[src/rtl/sparc_mem_pkg.sv]
// Shared definitions for the SPARC MFA/MFC memory initiator: opcodes, FSM states
// and access-size/alignment helpers.
package sparc_mem_pkg;

  localparam logic [5:0] LDUB = 6'b000001;
  localparam logic [5:0] LDUH = 6'b000010;
  localparam logic [5:0] LDD  = 6'b000011;
  localparam logic [5:0] ST   = 6'b000100;
  localparam logic [5:0] STB  = 6'b000101;
  localparam logic [5:0] STH  = 6'b000110;
  localparam logic [5:0] STD  = 6'b000111;
  localparam logic [5:0] LD   = 6'b001000;
  localparam logic [5:0] LDSB = 6'b001001;
  localparam logic [5:0] LDSH = 6'b001010;

  typedef enum logic [1:0] {S_IDLE, S_ASSERT, S_RELEASE, S_RESP} state_t;

  typedef enum logic [2:0] {SZ_BYTE, SZ_HALF, SZ_WORD, SZ_DOUBLE, SZ_BAD} acc_size_t;

  function automatic acc_size_t access_size(input logic [5:0] op);
    case (op)
      LDUB, LDSB, STB: return SZ_BYTE;
      LDUH, LDSH, STH: return SZ_HALF;
      LD, ST:          return SZ_WORD;
      LDD, STD:        return SZ_DOUBLE;
      default:         return SZ_BAD;
    endcase
  endfunction

  function automatic logic is_aligned(input acc_size_t sz, input logic [2:0] low);
    case (sz)
      SZ_BYTE:   return 1'b1;
      SZ_HALF:   return low[0] == 1'b0;
      SZ_WORD:   return low[1:0] == 2'b00;
      SZ_DOUBLE: return low == 3'b000;
      default:   return 1'b0;
    endcase
  endfunction

  function automatic logic is_load(input logic [5:0] op);
    return (op == LD) || (op == LDUB) || (op == LDUH) ||
           (op == LDSB) || (op == LDSH) || (op == LDD);
  endfunction

endpackage

[src/rtl/mem_access_ctrl.sv]
// MFA/MFC four-phase memory initiator; splits ldd/std into two word beats.
// Optional MFC wait timeout enabled by defining MEM_TIMEOUT_EN.
module mem_access_ctrl
  import sparc_mem_pkg::*;
#(
  parameter int unsigned TIMEOUT_CYCLES = 16
) (
  input  logic        clk,
  input  logic        reset,
  input  logic        req_valid,
  output logic        req_ready,
  input  logic [5:0]  req_op,
  input  logic [8:0]  req_addr,
  input  logic [31:0] req_wdata,
  input  logic [31:0] req_wdata2,
  output logic        rsp_valid,
  output logic [31:0] rsp_rdata,
  output logic [31:0] rsp_rdata2,
  output logic        rsp_err,
  output logic        MFA,
  input  logic        MFC,
  output logic [5:0]  mem_opcode,
  output logic [8:0]  mem_address,
  output logic [31:0] mem_wdata,
  input  logic [31:0] mem_rdata
);

  state_t      state, state_nx;
  logic [5:0]  op_q;
  logic [8:0]  addr_q;
  logic [31:0] wdata_q, wdata2_q, cap0_q, cap1_q, rdata_q, rdata2_q;
  logic        beat_q, err_q, rsp_err_q;
  logic        req_bad, is_double, tmo_hit;

  if (TIMEOUT_CYCLES == 0) begin : g_bad_timeout
    $error("TIMEOUT_CYCLES must be at least 1");
  end

  assign req_bad   = (access_size(req_op) == SZ_BAD) ||
                     !is_aligned(access_size(req_op), req_addr[2:0]);
  assign is_double = (op_q == LDD) || (op_q == STD);

`ifdef MEM_TIMEOUT_EN
  localparam int unsigned CW = $clog2(TIMEOUT_CYCLES + 1);
  logic [CW-1:0] tmo_cnt;

  // Zero outside S_ASSERT, so every beat starts counting from zero.
  always_ff @(posedge clk or posedge reset) begin
    if (reset)                  tmo_cnt <= '0;
    else if (state == S_ASSERT) tmo_cnt <= tmo_cnt + CW'(1);
    else                        tmo_cnt <= '0;
  end

  assign tmo_hit = (state == S_ASSERT) && (tmo_cnt == CW'(TIMEOUT_CYCLES - 1));
`else
  assign tmo_hit = 1'b0;
`endif

  always_ff @(posedge clk or posedge reset) begin
    if (reset) state <= S_IDLE;
    else       state <= state_nx;
  end

  always_comb begin
    state_nx = state;
    case (state)
      S_IDLE:    if (req_valid) state_nx = req_bad ? S_RESP : S_ASSERT;
      S_ASSERT:  if (MFC || tmo_hit) state_nx = S_RELEASE;
      S_RELEASE: if (!MFC) state_nx = (is_double && !beat_q && !err_q) ? S_ASSERT : S_RESP;
      S_RESP:    state_nx = S_IDLE;
      default:   state_nx = S_IDLE;
    endcase
  end

  always_ff @(posedge clk or posedge reset) begin
    if (reset) begin
      op_q      <= '0;
      addr_q    <= '0;
      wdata_q   <= '0;
      wdata2_q  <= '0;
      cap0_q    <= '0;
      cap1_q    <= '0;
      beat_q    <= 1'b0;
      err_q     <= 1'b0;
      rdata_q   <= '0;
      rdata2_q  <= '0;
      rsp_err_q <= 1'b0;
    end else begin
      case (state)
        S_IDLE: if (req_valid) begin
          op_q     <= req_op;
          addr_q   <= req_addr;
          wdata_q  <= req_wdata;
          wdata2_q <= req_wdata2;
          beat_q   <= 1'b0;
          err_q    <= req_bad;
          if (req_bad) begin
            rsp_err_q <= 1'b1;
            rdata_q   <= '0;
            rdata2_q  <= '0;
          end
        end
        S_ASSERT: begin
          if (MFC) begin
            if (beat_q) cap1_q <= mem_rdata;
            else        cap0_q <= mem_rdata;
          end else if (tmo_hit) begin
            err_q <= 1'b1;
          end
        end
        // Response registers change only on entry to S_RESP so they hold between responses.
        S_RELEASE: if (!MFC) begin
          if (state_nx == S_ASSERT) begin
            beat_q <= 1'b1;
          end else begin
            rsp_err_q <= err_q;
            rdata_q   <= (!err_q && is_load(op_q)) ? cap0_q : '0;
            rdata2_q  <= (!err_q && op_q == LDD) ? cap1_q : '0;
          end
        end
        default: ;
      endcase
    end
  end

  always_comb begin
    req_ready   = (state == S_IDLE);
    MFA         = (state == S_ASSERT);
    rsp_valid   = (state == S_RESP);
    mem_opcode  = op_q;
    if (op_q == LDD)      mem_opcode = LD;
    else if (op_q == STD) mem_opcode = ST;
    mem_address = addr_q + {6'b000000, beat_q, 2'b00};
    mem_wdata   = beat_q ? wdata2_q : wdata_q;
  end

  assign rsp_rdata  = rdata_q;
  assign rsp_rdata2 = rdata2_q;
  assign rsp_err    = rsp_err_q;

endmodule

[config.mk]
export PLATFORM = sky130hd
export DESIGN_NAME = mem_access_ctrl
export DESIGN_NICKNAME = d
export VERILOG_FILES = /design/src/rtl/sparc_mem_pkg.sv /design/src/rtl/mem_access_ctrl.sv
export SDC_FILE = /design/constraint.sdc
export NUM_CORES = 1
export LEC_CHECK = 0
export CAP_MARGIN = 10
export CORE_ASPECT_RATIO = 1.2
export CORE_UTILIZATION = 53
export DETAILED_ROUTE_END_ITERATION = 8
export PLACE_DENSITY = 0.88
export SYNTH_ARGS = -nofsm -noshare
export SYNTH_HDL_FRONTEND = slang
export SYNTH_SLANG_ARGS = --single-unit
[constraint.sdc]
create_clock -name clk -period 16.92 [get_ports clk]
set_clock_uncertainty 0.05 [all_clocks]
set_input_delay 3.384 -clock clk [delete_from_list [all_inputs] [get_ports clk]]
set_output_delay 3.384 -clock clk [all_outputs]
set_load 0.03 [all_outputs]
==> results.yml <==
cells_and_area:
  drive_gt1_share_pct: 26.0
  antenna-diode-count: 0
  finish.instance_area_um2: 11900
  fillCellCount: 1053
  final-instance-count-excl-fill: 1074
  final_nets: 969
  layout-area-overhead-vs-synth_pct: 35.4
global_routing:
  grt_pass1_vias: 6428
  grt-ovfl-total: 0
  grt_max_degree: 132
  antenna_found_initial: 0
  grt_pass1_wl_mm: 32.9
  gr-usage-all-layers_pct: 24.5
yosys:
  synth_seq_cells: 212
  yosys.area_share.simple_pct: 3.58
  synth_edf_count: 0
  yosysTopAreaCell: "dfrtp_1"
  ys_warn_count: 0
  synthCells: 628
  synth_cell_types: 36
  yosys-top-cells-area: "dfrtp_1 60%, mux2_2 22%, mux2i_1 3.6%"
  synthAdderAreaFrac_pct: 0.711
  synth_xor_area_share_pct: 0.498
  synthMuxAreaShare_pct: 26.0
  synthFlopType: "dfrtp_1"
  synthArstFlopShare_pct: 100
  synth_compound_area_share_pct: 4.79
  synth.top_cell.area_share_pct: 60.3
  syn_area_per_cell_um2: 14.0
  yosysSeqAreaShare_pct: 60.3
  syn_area_um2: 8800
  synth_top_family_by_area: "multiplexers"
  synth_nets: 748
sta:
  tns_ps: 0
  rsz0062_at_grt: "no"
  finalHoldViolCount: 0
  fmax_ghz: 0.158
  worst_pin_slew_ps: 1100
  hold_ws_ps: 436
  finalCritPeriodShare_pct: 37.5
  setup_violations: 0
  slew_viol_final: 0
  maxSlewHeadroom_pct: 26.5
  finalCriticalPeriod_ps: 6350
route:
  vias: 5861
  wire_per_inst_um: 19.5
  drt-total-wl_mm: 21.0
  drt-vias-per-instance: 5.46
  ant_nets: 0
  detail_route.iter0.violations: 199
  drc: 0
  firstDrtPassIters: 4
setup_path:
  r2r_start: "op_q[3]"
  critical_path_arrival_ps: 2910
  crit_fanout: 38
  critPathKind: "reg2out"
  required_ps: 13490
  crit_path_start: "beat_q"
  crit_path_end_kind: "output pin"
  cp-start-kind: "register"
job:
  cap_violations: 0
status:
  outcome: "finished clean"
power:
  p_total_mw: 1.92
  power_density_nw_per_um2: 161
  peakVddDrop_v: 0.000103
  power.leakage_nw: 5.27
cts:
  postCtsResizedCells: 0
  path_clk_slew_ps: 60
  cts_hold_buf: 0
  cts_setup_buffers: 0
  cts_sinks: 212
  cts-root-buf: "clkbuf_16"
  clock_latency_ps: 490
  clockBufferDepth: 3
  cts_buffers: 21
  cts_tree: "yes"
  htreeDepth: 1
place:
  port_buffers: 229
  dp_hpwl_mm: 14.0
  place.gp.congestion: 0.815
  place_area_um2: 11200
  post-place-cells: 1038
die:
  fp.dieW_um: 120
  num_rows: 51
  start_util_pct: 54.3
  num_io_pins: 230
  dieHeight_um: 143
  core_area_um2: 16200
  dieArea_um2: 17100
hold_path:
  min_path_type: "reg2reg"
  min_from: "cap0_q[9]"
[cells by family (layout without fill, tap and decap cells)]
family	Yosys count	after routing
DFF	212	212
muxes	207	207
buffers and inverters	78	312
and+or+nand+nor	70	70
AOI/OAI and AO/OA	51	51
adders and majority gates	5	5
xor gates and xnor gates	5	5
[worst max-delay path, stage by stage, from the launching register on]
cell             delay (ps)
dfrtp_1                 320
buf_4                   460
ha_1                    290
ha_1                    200
nand3_1                 120
nor2_1                  160
xor2_1                  150
clkdlybuf4s50_1         690
[placed cells by master, fill, tap and decap left out, types with 3 or more instances in the layout]
cell type,count
clkdlybuf4s50_1,229
dfrtp_1,212
mux2_2,175
nand2_1,40
inv_1,39
mux2i_1,32
a22o_1,32
clkbuf_16,21
buf_4,7
nand3_1,5
nor2_1,5
ha_1,5
clkinv_2,5
clkbuf_8,5
a21oi_1,4
nor3_1,3
nand2b_1,3
xnor2_1,3
clkbuf_1,3
[final cells by class]
class                      count  area (µm²)  area share (%)
tap                          212         265            2.23
inverter                      40         158            1.32
timing repair buffer         236        2340            19.7
sequential                   212        5310            44.6
multi-input combinational    338        3170            26.6
clock buffer                  29         606            5.09
clock inverter                 7        63.8           0.536
[cell usage after synthesis (3+ instances only)]
| master | n |
|---|---|
| xnor2_1 | 3 |
| buf_4 | 3 |
| nand3_1 | 6 |
| a22o_1 | 32 |
| inv_1 | 40 |
| nor2_1 | 7 |
| nor3_1 | 5 |
| nand2b_1 | 3 |
| mux2_2 | 175 |
| clkbuf_1 | 12 |
| buf_6 | 5 |
| a21oi_1 | 4 |
| nand2_1 | 40 |
| mux2i_1 | 32 |
| ha_1 | 5 |
| dfrtp_1 | 212 |
| buf_1 | 5 |
| buf_2 | 13 |
[worst paths after layout]
path / to / slack, ps / cells past startpoint
setup / recovery: mem_address[8] / 10570 / 7
hold / removal: rsp_rdata[9] / 440 / 1
setup reg to reg: rsp_rdata2[5] / 14150 / 6
hold reg to reg: rsp_rdata[9] / 440 / 1
max in group asynchronous: cap1_q[20] / 11830 / 3
min in group asynchronous: op_q[4] / 3450 / 2
[registers in the layout, indices dropped and copies added, names as in the netlist, 6 cells and up]
| register | cells |
|---|---|
| rsp_rdata | 32 |
| addr_q | 9 |
| cap1_q | 32 |
| op_q | 6 |
| rsp_rdata2 | 32 |
| cap0_q | 32 |
| wdata2_q | 32 |
| wdata_q | 32 |
[where the power goes]
group,switching [mW],internal (mW)
Clock,0.187,0.265
Combinational,0.349,0.355
Sequential,0.0982,0.666
[per-layer routing]
metal / wire length (µm) / track usage (%)
met1: 8320 / 29.1
met2: 10400 / 42.9
met5: 0 / 0
met4: 480 / 7.70
met3: 1790 / 6.95
[metrics by stage]
step	util [%]	setup slack, ps
2_1_floorplan	-	7690
3_3_place_gp	69.3	10870
3_5_place_dp	69.3	10690
4_1_cts	73.5	10560
5_1_grt	73.5	10390
6_report	73.5	10570
(Power assumes the default switching activity.)
